$ cat src/rtl/clock_pkg.sv
// Shared state encodings, field widths/limits and display blank-mask bit
// positions for the 24-hour clock-setting controller.
package clock_pkg;

  typedef enum logic [1:0] {
    RUN     = 2'd0,
    SET_HR  = 2'd1,
    SET_MIN = 2'd2
  } state_e;

  localparam logic [1:0] ST_RUN     = RUN;
  localparam logic [1:0] ST_SET_HR  = SET_HR;
  localparam logic [1:0] ST_SET_MIN = SET_MIN;

  localparam int HOURS_W   = 5;
  localparam int MINUTES_W = 6;
  localparam int SECONDS_W = 6;

  localparam logic [HOURS_W-1:0]   HOURS_MAX   = 5'd23;
  localparam logic [MINUTES_W-1:0] MINUTES_MAX = 6'd59;
  localparam logic [SECONDS_W-1:0] SECONDS_MAX = 6'd59;

  localparam int BLANK_HR_TENS  = 3;
  localparam int BLANK_HR_ONES  = 2;
  localparam int BLANK_MIN_TENS = 1;
  localparam int BLANK_MIN_ONES = 0;

  // Compare before adding so the field never leaves its legal range.
  function automatic logic [5:0] inc_wrap6(input logic [5:0] v, input logic [5:0] max_v);
    return (v >= max_v) ? 6'd0 : v + 6'd1;
  endfunction

  function automatic logic [4:0] inc_wrap5(input logic [4:0] v, input logic [4:0] max_v);
    return (v >= max_v) ? 5'd0 : v + 5'd1;
  endfunction

endpackage

$ cat src/rtl/btn_rise_detect.sv
// One-cycle rise pulse from a debounced, synchronised button level.
// A button already held when reset releases is ignored until it is let go.
module btn_rise_detect (
  input  logic clk,
  input  logic rst,
  input  logic btn,
  output logic rise
);

  logic btn_q_reg;
  logic block_reg;

  always_ff @(posedge clk) begin
    if (rst) begin
      btn_q_reg <= 1'b0;
      block_reg <= btn;
    end else begin
      btn_q_reg <= btn;
      if (!btn)
        block_reg <= 1'b0;
    end
  end

  assign rise = btn & ~btn_q_reg & ~block_reg & ~rst;

endmodule

$ cat src/rtl/clock_set_controller.sv
// Hours/minutes/seconds registers of the 24-hour clock with two-button editing,
// blink mask for the edited field and idle timeout. AUTO_REPEAT_EN adds held-inc repeat.
module clock_set_controller
  import clock_pkg::*;
#(
  parameter int unsigned BLINK_DIV = 12_500_000,
  parameter int unsigned TIMEOUT_S = 30
) (
  input  logic                 clk,
  input  logic                 rst,
  input  logic                 tick_1hz,
  input  logic                 btn_mode,
  input  logic                 btn_inc,
  output logic [HOURS_W-1:0]   hours,
  output logic [MINUTES_W-1:0] minutes,
  output logic [SECONDS_W-1:0] seconds,
  output logic [3:0]           blank_mask,
  output logic [1:0]           state_o
);

  localparam logic [23:0] BLINK_LAST   = 24'(BLINK_DIV - 1);
  localparam logic [5:0]  TIMEOUT_LAST = (TIMEOUT_S == 0) ? 6'd0 : 6'(TIMEOUT_S - 1);

  logic [1:0]           state_reg, state_next;
  logic [HOURS_W-1:0]   hours_reg, hours_next;
  logic [MINUTES_W-1:0] minutes_reg, minutes_next;
  logic [SECONDS_W-1:0] seconds_reg, seconds_next;
  logic [5:0]           timeout_reg, timeout_next;
  logic [23:0]          blink_cnt_reg;
  logic                 blink_phase_reg, blink_phase_next;
  logic [3:0]           blank_mask_reg, blank_mask_next;
  logic                 mode_rise, inc_rise, inc_ev, timeout_hit;

  btn_rise_detect u_mode_rise (.clk(clk), .rst(rst), .btn(btn_mode), .rise(mode_rise));
  btn_rise_detect u_inc_rise  (.clk(clk), .rst(rst), .btn(btn_inc),  .rise(inc_rise));

`ifdef AUTO_REPEAT_EN
  localparam logic [25:0] HOLD_LAST = 26'(2 * BLINK_DIV - 1);
  localparam logic [25:0] REP_LAST  = (BLINK_DIV / 2 > 1) ? 26'(BLINK_DIV / 2 - 1) : 26'd0;

  logic [25:0] rep_cnt_reg;
  logic        repeating_reg;
  logic        auto_step;

  assign auto_step = (state_reg != ST_RUN) && btn_inc &&
                     (rep_cnt_reg == (repeating_reg ? REP_LAST : HOLD_LAST));

  always_ff @(posedge clk) begin
    if (rst) begin
      rep_cnt_reg   <= '0;
      repeating_reg <= 1'b0;
    end else if (!btn_inc || state_reg == ST_RUN || state_next != state_reg) begin
      rep_cnt_reg   <= '0;
      repeating_reg <= 1'b0;
    end else if (auto_step) begin
      rep_cnt_reg   <= '0;
      repeating_reg <= 1'b1;
    end else begin
      rep_cnt_reg   <= rep_cnt_reg + 26'd1;
    end
  end

  assign inc_ev = inc_rise | auto_step;
`else
  assign inc_ev = inc_rise;
`endif

  assign timeout_hit = (TIMEOUT_S != 0) && (state_reg != ST_RUN) && tick_1hz &&
                       (timeout_reg == TIMEOUT_LAST);
  assign blink_phase_next = (blink_cnt_reg == BLINK_LAST) ? ~blink_phase_reg : blink_phase_reg;

  always_comb begin
    state_next   = state_reg;
    hours_next   = hours_reg;
    minutes_next = minutes_reg;
    seconds_next = seconds_reg;
    timeout_next = timeout_reg;
    case (state_reg)
      ST_SET_HR, ST_SET_MIN: begin
        // Timeout beats buttons; mode beats inc.
        if (timeout_hit) begin
          state_next   = ST_RUN;
          seconds_next = '0;
          timeout_next = '0;
        end else if (mode_rise) begin
          timeout_next = '0;
          if (state_reg == ST_SET_HR) begin
            state_next = ST_SET_MIN;
          end else begin
            state_next   = ST_RUN;
            seconds_next = '0;
          end
        end else if (inc_ev) begin
          timeout_next = '0;
          if (state_reg == ST_SET_HR)
            hours_next = inc_wrap5(hours_reg, HOURS_MAX);
          else
            minutes_next = inc_wrap6(minutes_reg, MINUTES_MAX);
        end else if (tick_1hz) begin
          timeout_next = timeout_reg + 6'd1;
        end
      end
      default: begin
        timeout_next = '0;
        if (tick_1hz) begin
          seconds_next = inc_wrap6(seconds_reg, SECONDS_MAX);
          if (seconds_reg >= SECONDS_MAX) begin
            minutes_next = inc_wrap6(minutes_reg, MINUTES_MAX);
            if (minutes_reg >= MINUTES_MAX)
              hours_next = inc_wrap5(hours_reg, HOURS_MAX);
          end
        end
        if (mode_rise)
          state_next = ST_SET_HR;
      end
    endcase
  end

  always_comb begin
    blank_mask_next = 4'b0000;
    if (state_next == ST_SET_HR) begin
      blank_mask_next[BLANK_HR_TENS] = blink_phase_next;
      blank_mask_next[BLANK_HR_ONES] = blink_phase_next;
    end else if (state_next == ST_SET_MIN) begin
      blank_mask_next[BLANK_MIN_TENS] = blink_phase_next;
      blank_mask_next[BLANK_MIN_ONES] = blink_phase_next;
    end
  end

  always_ff @(posedge clk) begin
    if (rst) begin
      state_reg       <= ST_RUN;
      hours_reg       <= '0;
      minutes_reg     <= '0;
      seconds_reg     <= '0;
      timeout_reg     <= '0;
      blink_cnt_reg   <= '0;
      blink_phase_reg <= 1'b0;
      blank_mask_reg  <= 4'b0000;
    end else begin
      state_reg       <= state_next;
      hours_reg       <= hours_next;
      minutes_reg     <= minutes_next;
      seconds_reg     <= seconds_next;
      timeout_reg     <= timeout_next;
      blink_cnt_reg   <= (blink_cnt_reg == BLINK_LAST) ? 24'd0 : blink_cnt_reg + 24'd1;
      blink_phase_reg <= blink_phase_next;
      blank_mask_reg  <= blank_mask_next;
    end
  end

  assign hours      = hours_reg;
  assign minutes    = minutes_reg;
  assign seconds    = seconds_reg;
  assign blank_mask = blank_mask_reg;
  assign state_o    = state_reg;

endmodule
$ cat config.mk
export PLATFORM = sky130hd
export DESIGN_NAME = clock_set_controller
export DESIGN_NICKNAME = d
export VERILOG_FILES = /design/src/rtl/clock_pkg.sv /design/src/rtl/btn_rise_detect.sv /design/src/rtl/clock_set_controller.sv
export SDC_FILE = /design/constraint.sdc
export NUM_CORES = 1
export LEC_CHECK = 0
export BUFFER_PORTS_ARGS = -buffer_cell sky130_fd_sc_hd__clkbuf_2
export CAP_MARGIN = 10
export CELL_PAD_IN_SITES_DETAIL_PLACEMENT = 2
export CELL_PAD_IN_SITES_GLOBAL_PLACEMENT = 2
export CORE_MARGIN = 1
export CORE_UTILIZATION = 40
export CTS_BUF_LIST = sky130_fd_sc_hd__clkbuf_8
export DETAILED_ROUTE_END_ITERATION = 8
export MAX_ROUTING_LAYER = met4
export PLACE_DENSITY = 0.94
export SLEW_MARGIN = 10
export SYNTH_ARGS = -nofsm -noshare
export SYNTH_HDL_FRONTEND = slang
export SYNTH_SLANG_ARGS = --single-unit
$ cat constraint.sdc
create_clock -name clk -period 3.4 [get_ports clk]
set_input_delay 0.51 -clock clk [delete_from_list [all_inputs] [get_ports clk]]
set_output_delay 0.51 -clock clk [all_outputs]
set_load 0.02 [all_outputs]
Word level (Yosys, flattened, before mapping). Index checks and enable logic that the tools add are counted.

Input bits: 5. Register bits: 56. Output and inout bits: 23.

Reductions and logical operators: 14. Eq/ne operators: 15. Multiplexer cells: 33. $lt $le $gt $ge: 3. Add/subtract/negate cells: 5. Bitwise gates (word level): 15.

Operators with widths (count): $mux W6 (14); $mux W5 (9); $add A24 B1 Y24 const B (1); $eq A24 B24 Y1 const B (1); $add A6 B1 Y6 const B (3); $ne A2 B2 Y1 const B (7); $ge A6 B6 Y1 const B (2); $mux W2 (5); $not A1 Y1 (9); $reduce_bool A2 Y1 (4); $reduce_and A7 Y1 (1); $and A1 B1 Y1 (6); $eq A6 B5 Y1 const B (1); $ne A3 B3 Y1 const B (2); $reduce_and A6 Y1 (1); $reduce_or A2 Y1 (3); $add A5 B1 Y5 const B (1); $ge A5 B5 Y1 const B (1); $mux W1 (5); $reduce_or A5 Y1 (1); $eq A2 B1 Y1 const B (2); $eq A2 B2 Y1 const B (2); $reduce_and A3 Y1 (1); $reduce_or A3 Y1 (1); $logic_and A1 B1 Y1 (2).

Logic depth before layout (Yosys ltp). Gate-level depths: netlist (run 1).

Word-level depth: 10. Depth in mapped cells: 8. Depth with buffers taken out: 7.

Cells and area by module. A second synthesis (run 1) with hierarchy kept.

Cells, all modules: 324. Area, all modules: 2850.2 um2.

By module, submodules not included: clock_set_controller (cells an instance 312, instances 1, area each 2675.1 um2); btn_rise_detect (cells an instance 6, instances 2, area each 87.6 um2).

Least setup slack after synthesis (run 1). OpenSTA, ideal clock, no wires.

Path kind: register -> register. From: register state_reg[0] (netlist: state_o[0]). To: register hours_reg[2] (netlist: hours[2]). Library setup time: 0.116 ns. Cell stages (with the launch flop): 7. Arrival time: 2.130 ns. Clock period less this slack: 2.246 ns. Slack: 1.154 ns. Path buffers: 0. Cells stage by stage: dfxtp_1 inv_1 ha_1 or4_4 a21oi_2 o21ai_0 a31o_2.

Cells in the longest elaborated chain, start to end: 5. Elaborated cells between the ends (all ways): 15.

Ends and longest elaborated chain: from (decl) (RTL line clock_set_controller.sv:24) `logic [1:0] state_reg, state_next;`; from (signal assigned) (RTL line clock_set_controller.sv:141) `state_reg <= state_next;`; $reduce_bool A2 Y1 (RTL line clock_set_controller.sv:68) `assign timeout_hit = (TIMEOUT_S != 0) && (state_reg != ST_RUN) && tick_1hz &&`; $logic_and A1 B1 Y1 (2 in series) (RTL line clock_set_controller.sv:68); $ne A2 B2 Y1 (no source line); $reduce_and A7 Y1 (no source line); to (signal assigned) (RTL line clock_set_controller.sv:142) `hours_reg <= hours_next;`; to (decl) (RTL line clock_set_controller.sv:25) `logic [HOURS_W-1:0] hours_reg, hours_next;`.

Several ways; a longest one is shown, not always the timed one. A chain may end at the register's enable or synchronous reset.

Worst setup path in the final report (run 1).
From: register state_reg[0] (netlist: state_o[0]). To: register minutes_reg[5] (netlist: minutes[5]).

Cells in the longest elaborated chain, start to end: 5. Elaborated cells between the ends (all ways): 14.

Ends and longest elaborated chain: $reduce_bool A2 Y1 (RTL line clock_set_controller.sv:68); $logic_and A1 B1 Y1 (2 in series) (RTL line clock_set_controller.sv:68); $ne A2 B2 Y1 (no source line); $reduce_and A6 Y1 (no source line); to (signal assigned) (RTL line clock_set_controller.sv:143) `minutes_reg <= minutes_next;`; to (decl) (RTL line clock_set_controller.sv:26) `logic [MINUTES_W-1:0] minutes_reg, minutes_next;`.

Several ways; a longest one is shown, not always the timed one.

==> results of run 1 <==
worst max-delay path, delay by kind of cell, from the launching register on:
family	cells	cell delay, ns
adders and majority gates	1	0.52
AOI/OAI and AO/OA	3	0.94
DFF	1	0.44
buffers and inverters	1	0.10
and+or+nand+nor	1	0.63
per-layer routing:
layer / up-vias / wire (µm)
li1: 1098 / -
met1: 1156 / 3690
met4: 0 / 219
met5: - / 0
met2: 52 / 4150
met3: 19 / 226
synth_stat cells (3+ instances only):
library cell  instances  area, µm²
a211oi_1              3       22.5
a21oi_1               9       45.0
and2_1                4       25.0
and3_1                9       56.3
buf_4                 4       30.0
clkbuf_1              4       15.0
dfxtp_1              54       1080
ha_1                  9        113
inv_1                11       41.3
mux2i_1               4       40.0
nand2_1              16       60.1
nand2b_1              4       25.0
nand3_1              16       80.1
nand4_1              13       81.3
nor2_1               54        203
nor2b_1               3       18.8
nor3_1                6       30.0
nor4_1                4       25.0
o21ai_0               4       20.0
xnor2_1              12        105
xor2_1               20        175
power by group:
| part | switching, µW | total (µW) | internal (µW) |
|---|---|---|---|
| clock | 215 | 376 | 161 |
| sequential | 13.5 | 687 | 673 |
| combinational | 57.7 | 86.0 | 28.3 |
| total | 286 | 1150 | 863 |
worst min-delay path by stage:
stage                                             endpoint  slack (ns)  cells past startpoint
after floorplan                blink_cnt_reg[0]$_SDFF_PP0_        0.43                      1
after detailed placement       blink_cnt_reg[0]$_SDFF_PP0_        0.46                      1
after CTS                      blink_cnt_reg[0]$_SDFF_PP0_        0.50                      1
final                          blink_cnt_reg[0]$_SDFF_PP0_        0.49                      1
after global routing      u_mode_rise.btn_q_reg$_SDFF_PP0_        0.49                      2
after global placement         blink_cnt_reg[0]$_SDFF_PP0_        0.45                      1
layout make-up:
class / count / area (µm²)
Fill cell: 734 / 3460
Multi-Input combinational cell: 224 / 1450
Sequential cell: 56 / 1140
Timing Repair Buffer: 28 / 143
Tap cell: 77 / 96.3
Clock buffer: 6 / 82.6
Inverter: 11 / 41.3
Clock inverter: 2 / 7.51
cells by family after synthesis:
family          count (synthesis)  share of synthesized area
compound gates                 37                      0.108
xor+xnor                       32                      0.104
fa+ha+maj                      10                     0.0454
buf+inv                        23                     0.0412
flops                          56                      0.422
mux                             4                     0.0148
simple gates                  141                      0.264
metrics by stage:
| step | std cells | setup WS [ns] | instance area, µm² | hold WS, ns |
|---|---|---|---|---|
| 5_1_grt | 404 | 0.495 | 2960 | 0.493 |
| 3_3_place_gp | 396 | 0.958 | 2870 | 0.446 |
| 6_report | 404 | 0.658 | 2960 | 0.494 |
| 3_5_place_dp | 396 | 0.713 | 2870 | 0.457 |
| 2_1_floorplan | 303 | 1.15 | 2700 | 0.430 |
| 4_1_cts | 404 | 0.648 | 2960 | 0.495 |
==> flow_summary.json, run 1 <==
{
  "layout.nets": 340,
  "avgSynthCellArea_um2": 8.92,
  "area_delta_synth_final_pct": 9.59,
  "cts-root-buf": "clkbuf_8",
  "worstPathRequired_ns": 3.61,
  "first_global_vias": 2557,
  "wl_per_cell_um": 20.5,
  "endpoint": "minutes[5]$_SDFFE_PP0P_",
  "cts_resized": 0,
  "grt-ovfl-total": 0,
  "cp.arrival_ns": 2.95,
  "hold_path.startpoint": "blink_cnt_reg[0]$_SDFF_PP0_",
  "ys_types": 55,
  "vias": 2325,
  "numCtsBuffers": 5,
  "die_width_um": 84.2,
  "relSlewSlack": 0.474,
  "fin_util": 0.461,
  "synth_edf_count": 2,
  "diodes": 0,
  "ctsHoldBuffers": 0,
  "fmax_mhz": 365,
  "drc": 11,
  "dp_hpwl_um": 5600,
  "critPathLaunchType": "flip-flop",
  "place_congestion": 0.764,
  "crit_path_end_kind": "flip-flop",
  "htree_num_levels": 2,
  "hp-class": "flip-flop to flip-flop",
  "slew_viol_final": 0,
  "cts_tree": "yes",
  "core.rowCount": 29,
  "cts_buffer_depth": 2,
  "setup_violations": 0,
  "globalRouteMet1Util": 0.308,
  "violations": "design-rule violations",
  "reg2reg_from": "state_o[0]$_SDFF_PP0_",
  "ir_worst_vdd_mv": 0.213,
  "antenna_found_initial": 0,
  "cp_slowest_cell": "or4_4",
  "fin_tns_setup_ns": 0,
  "power.density_nw_per_um2": 388,
  "totalWireLength_um": 8290,
  "cts_num_sinks": 56,
  "synthCells": 303,
  "drive_above_1_share": 0.138,
  "io_buffers": 27,
  "grt_util_all_layers": 0.259,
  "final_cell_mix": "54 x nor2_1, 54 x dfxtp_1, 27 x clkbuf_2",
  "grt.met3_usage": 0.0374,
  "tightest_slew_ns": 0.787,
  "path_cells": "inv_1, ha_1, or4_4, a22oi_2, a41oi_1, a211oi_1",
  "async_flop_share": 0,
  "viasPerCell": 5.75,
  "rsz0062_at_grt": "no",
  "total_power_uw": 1150,
  "syn_nets": 317,
  "drv_cap": 0,
  "die_y_um": 84.2,
  "cp_max_fo": 14,
  "ios": 28,
  "use_met2": 0.442,
  "dieArea_um2": 7090,
  "synth_seq_cells": 56,
  "drt_first_pass_iters": 6,
  "synth_ff_type": "dfxtp_1",
  "fin_crit_sh": 0.806,
  "finClkSkew_ns": 0.00269,
  "worst_r2r_endpoint": "minutes[5]$_SDFFE_PP0P_",
  "core_area_um2": 6420,
  "max_stage_delay_ns": 0.63,
  "clk_latency_ns": 0.31,
  "clk_pin_slew_ns": 0.10,
  "yosysSeqAreaShare": 0.422,
  "period_minus_slack_ns": 2.74,
  "top_usage_layer": "met2",
  "synth.cell_area_um2": 2700,
  "status": "finished with violations",
  "path_class": "flip-flop to flip-flop",
  "dr.first_iter.drc_count": 87,
  "cts_setup_buffers": 0,
  "final_antenna_net_count": 0,
  "start_util": 0.421,
  "r2r_slack_ns": 0.66,
  "largest_reg_flops": 24,
  "r2r_cells": 6,
  "critPathLaunch": "state_o[0]$_SDFF_PP0_",
  "grt_max_degree": 29,
  "finalHoldViolations": 0,
  "yosys_warnings": 0,
  "p_leak_uw": 0.00113,
  "grt_pass1_wl_um": 13800
}
(Power assumes the default switching activity.)
==> inputs of run 2 (changes only) <==
--- a/config.mk
+++ b/config.mk
@@ -5,16 +5,17 @@
 export SDC_FILE = /design/constraint.sdc
 export NUM_CORES = 1
 export LEC_CHECK = 0
+export ABC_AREA = 1
 export BUFFER_PORTS_ARGS = -buffer_cell sky130_fd_sc_hd__clkbuf_2
 export CAP_MARGIN = 10
 export CELL_PAD_IN_SITES_DETAIL_PLACEMENT = 2
 export CELL_PAD_IN_SITES_GLOBAL_PLACEMENT = 2
 export CORE_MARGIN = 1
-export CORE_UTILIZATION = 40
+export CORE_UTILIZATION = 35
 export CTS_BUF_LIST = sky130_fd_sc_hd__clkbuf_8
 export DETAILED_ROUTE_END_ITERATION = 8
 export MAX_ROUTING_LAYER = met4
-export PLACE_DENSITY = 0.94
+export PLACE_DENSITY = 0.9
 export SLEW_MARGIN = 10
 export SYNTH_ARGS = -nofsm -noshare
 export SYNTH_HDL_FRONTEND = slang
==> constraint.sdc (replaced) <==
create_clock -name clk -period 2.76 [get_ports clk]
set_input_delay 0.414 -clock clk [delete_from_list [all_inputs] [get_ports clk]]
set_output_delay 0.414 -clock clk [all_outputs]
set_load 0.02 [all_outputs]
==> flow_summary.json, run 2 <==
{
  "io_buffers": 27,
  "start_util": 0.364,
  "htree_num_levels": 2,
  "clk_pin_slew_ns": 0.12,
  "layout.nets": 492,
  "endpoint": "minutes[4]$_SDFFE_PP0P_",
  "critPathLaunch": "state_o[1]$_SDFF_PP0_",
  "dr.first_iter.drc_count": 61,
  "combPwrFrac": 0.134,
  "final_area_um2": 3500,
  "total_power_uw": 1670,
  "synth_common_cells": "107 x nand2_1, 68 x nor2_1, 56 x inv_1, 54 x dfxtp_1, 31 x nand3_1",
  "core_area_um2": 8760,
  "place_area_um2": 3380,
  "totalWireLength_um": 9840,
  "p_leak_uw": 0.00142,
  "cts_resized": 0,
  "grt_max_degree": 25,
  "r2r_cells": 9,
  "tightest_slew_ns": 0.456,
  "first_global_vias": 3368,
  "drc": 0,
  "power.density_nw_per_um2": 477,
  "critPathLaunchType": "flip-flop",
  "avgSynthCellArea_um2": 7.07,
  "ctsHoldBuffers": 0,
  "dp_slack_ns": 0.707,
  "fin_hold_ws_ns": 0.358,
  "relSlewSlack": 0.696,
  "core.rowCount": 34,
  "synth.cell_area_um2": 3190,
  "drt_first_pass_iters": 4,
  "setup_violations": 0,
  "r2r_slack_ns": 0.61,
  "final_cell_mix": "107 x nand2_1, 68 x nor2_1, 56 x inv_1",
  "place_congestion": 0.849,
  "ios": 28,
  "final_antenna_net_count": 0,
  "slew_viol_final": 0,
  "cts_buffer_depth": 2,
  "grt_pass1_wl_um": 16700,
  "fin_tns_setup_ns": 0,
  "finClkSkew_ns": 0.0112,
  "grt-ovfl-total": 0,
  "viasPerCell": 5.07,
  "p_sw_uw": 494,
  "ys_types": 34,
  "fillers": 1059,
  "grt_util_all_layers": 0.226,
  "worst_slack_ns": 0.613,
  "cts-root-buf": "clkbuf_8",
  "fmax_mhz": 466,
  "clk_latency_ns": 0.33,
  "layout_commonest_cell": "nand2_1",
  "diodes": 0,
  "rsz0062_at_grt": "no",
  "area_delta_synth_final_pct": 9.65,
  "synth.most_common_cell": "nand2_1",
  "cts_setup_buffers": 0,
  "reg2reg_from": "state_o[1]$_SDFF_PP0_",
  "crit_path_end_kind": "flip-flop",
  "finalHoldViolations": 0,
  "p_seq_frac": 0.518,
  "yosys_warnings": 0,
  "ir_worst_vdd_mv": 0.203,
  "antenna_found_initial": 0,
  "vias": 2975,
  "period_minus_slack_ns": 2.15,
  "cp.arrival_ns": 2.38,
  "synthCells": 451,
  "die_width_um": 97.5,
  "synth_edf_count": 2,
  "cts_num_sinks": 56,
  "worstPathRequired_ns": 2.99,
  "status": "finished, final reports clean",
  "yosysSeqAreaShare": 0.358,
  "synth_ff_type": "dfxtp_1",
  "cts_tree": "yes",
  "syn_nets": 465,
  "power.share.switching": 0.296,
  "hp-class": "input port to flip-flop",
  "numCtsBuffers": 5,
  "async_flop_share": 0,
  "dp_hpwl_um": 7440,
  "p_int_uw": 1180,
  "dieArea_um2": 9500,
  "wl_per_cell_um": 16.8,
  "synthTopCellsByArea": "dfxtp_1 34%, nand2_1 13%, nor2_1 8.0%",
  "path_class": "flip-flop to flip-flop",
  "clockPowerShare": 0.348,
  "drv_cap": 0,
  "drive_above_1_share": 0.192,
  "fin_crit_sh": 0.778,
  "synth_top_area_share": 0.339,
  "synth_seq_cells": 56,
  "worst_r2r_endpoint": "minutes[4]$_SDFFE_PP0P_",
  "largest_reg_flops": 24,
  "synth_top_area_cell": "dfxtp_1",
  "die_y_um": 97.5,
  "cp_max_fo": 8
}
[run 2: layout make-up]
type                    count  area, µm²  area share
repair buffers             27        135      0.0386
inverters                  62        240      0.0687
clock buffers               5       68.8      0.0197
multi-input cells         326       1730       0.495
well taps                 108        135      0.0386
clock inverters             3       46.3      0.0132
flip-flops and latches     56       1140       0.326
[run 2: layer usage]
layer	GRT usage	vias to the layer above	wire, µm
li1	-	1451	-
met1	0.238	1452	4010
met2	0.431	44	5380
met3	0.0309	28	197
met4	0.0735	0	255
met5	-	-	0
[run 2: worst max-delay path: stages (launching register included)]
cell	delay, ns
dfxtp_1	0.40
inv_1	0.11
ha_1	0.49
inv_1	0.15
nand2_2	0.22
nand3_1	0.14
nor2_2	0.28
nand2_1	0.13
nand2_1	0.09
nor2_1	0.04
[run 2: worst min-delay path by stage]
stage                                startpoint                         endpoint  slack [ns]  cells past startpoint
finish                                  btn_inc  u_inc_rise.btn_q_reg$_SDFF_PP0_        0.36                      3
detailed placement  blink_cnt_reg[0]$_SDFF_PP0_      blink_cnt_reg[0]$_SDFF_PP0_        0.46                      1
global route                            btn_inc  u_inc_rise.btn_q_reg$_SDFF_PP0_        0.36                      3
CTS                                     btn_inc  u_inc_rise.btn_q_reg$_SDFF_PP0_        0.35                      3
global placement    blink_cnt_reg[0]$_SDFF_PP0_      blink_cnt_reg[0]$_SDFF_PP0_        0.45                      1
floorplan           blink_cnt_reg[0]$_SDFF_PP0_      blink_cnt_reg[0]$_SDFF_PP0_        0.44                      1
[run 2: power by group through the flow]
stage	sequential, µW	clock, µW	combinational, µW
floorplan	894	0	144
global placement	880	0	204
detailed placement	882	0	218
CTS	865	600	225
global route	868	619	249
finish	864	582	224
[run 2: cell families (layout without fill, tap and decap cells)]
family                   after synthesis  in the layout  synth area share
XOR/XNOR                              17             17            0.0467
AND/OR/NAND/NOR                      271            271             0.411
flip-flops                            56             56             0.358
AO/OA/AOI/OAI                         29             29            0.0502
buffers and inverters                 69             97            0.0996
adder cells (fa/ha/maj)                9              9            0.0353
[run 2: metrics by stage]
step	instances	utilization
floorplan	451	-
global placement	579	0.386
detailed placement	579	0.386
CTS	587	0.399
global route	587	0.399
finish	587	0.399
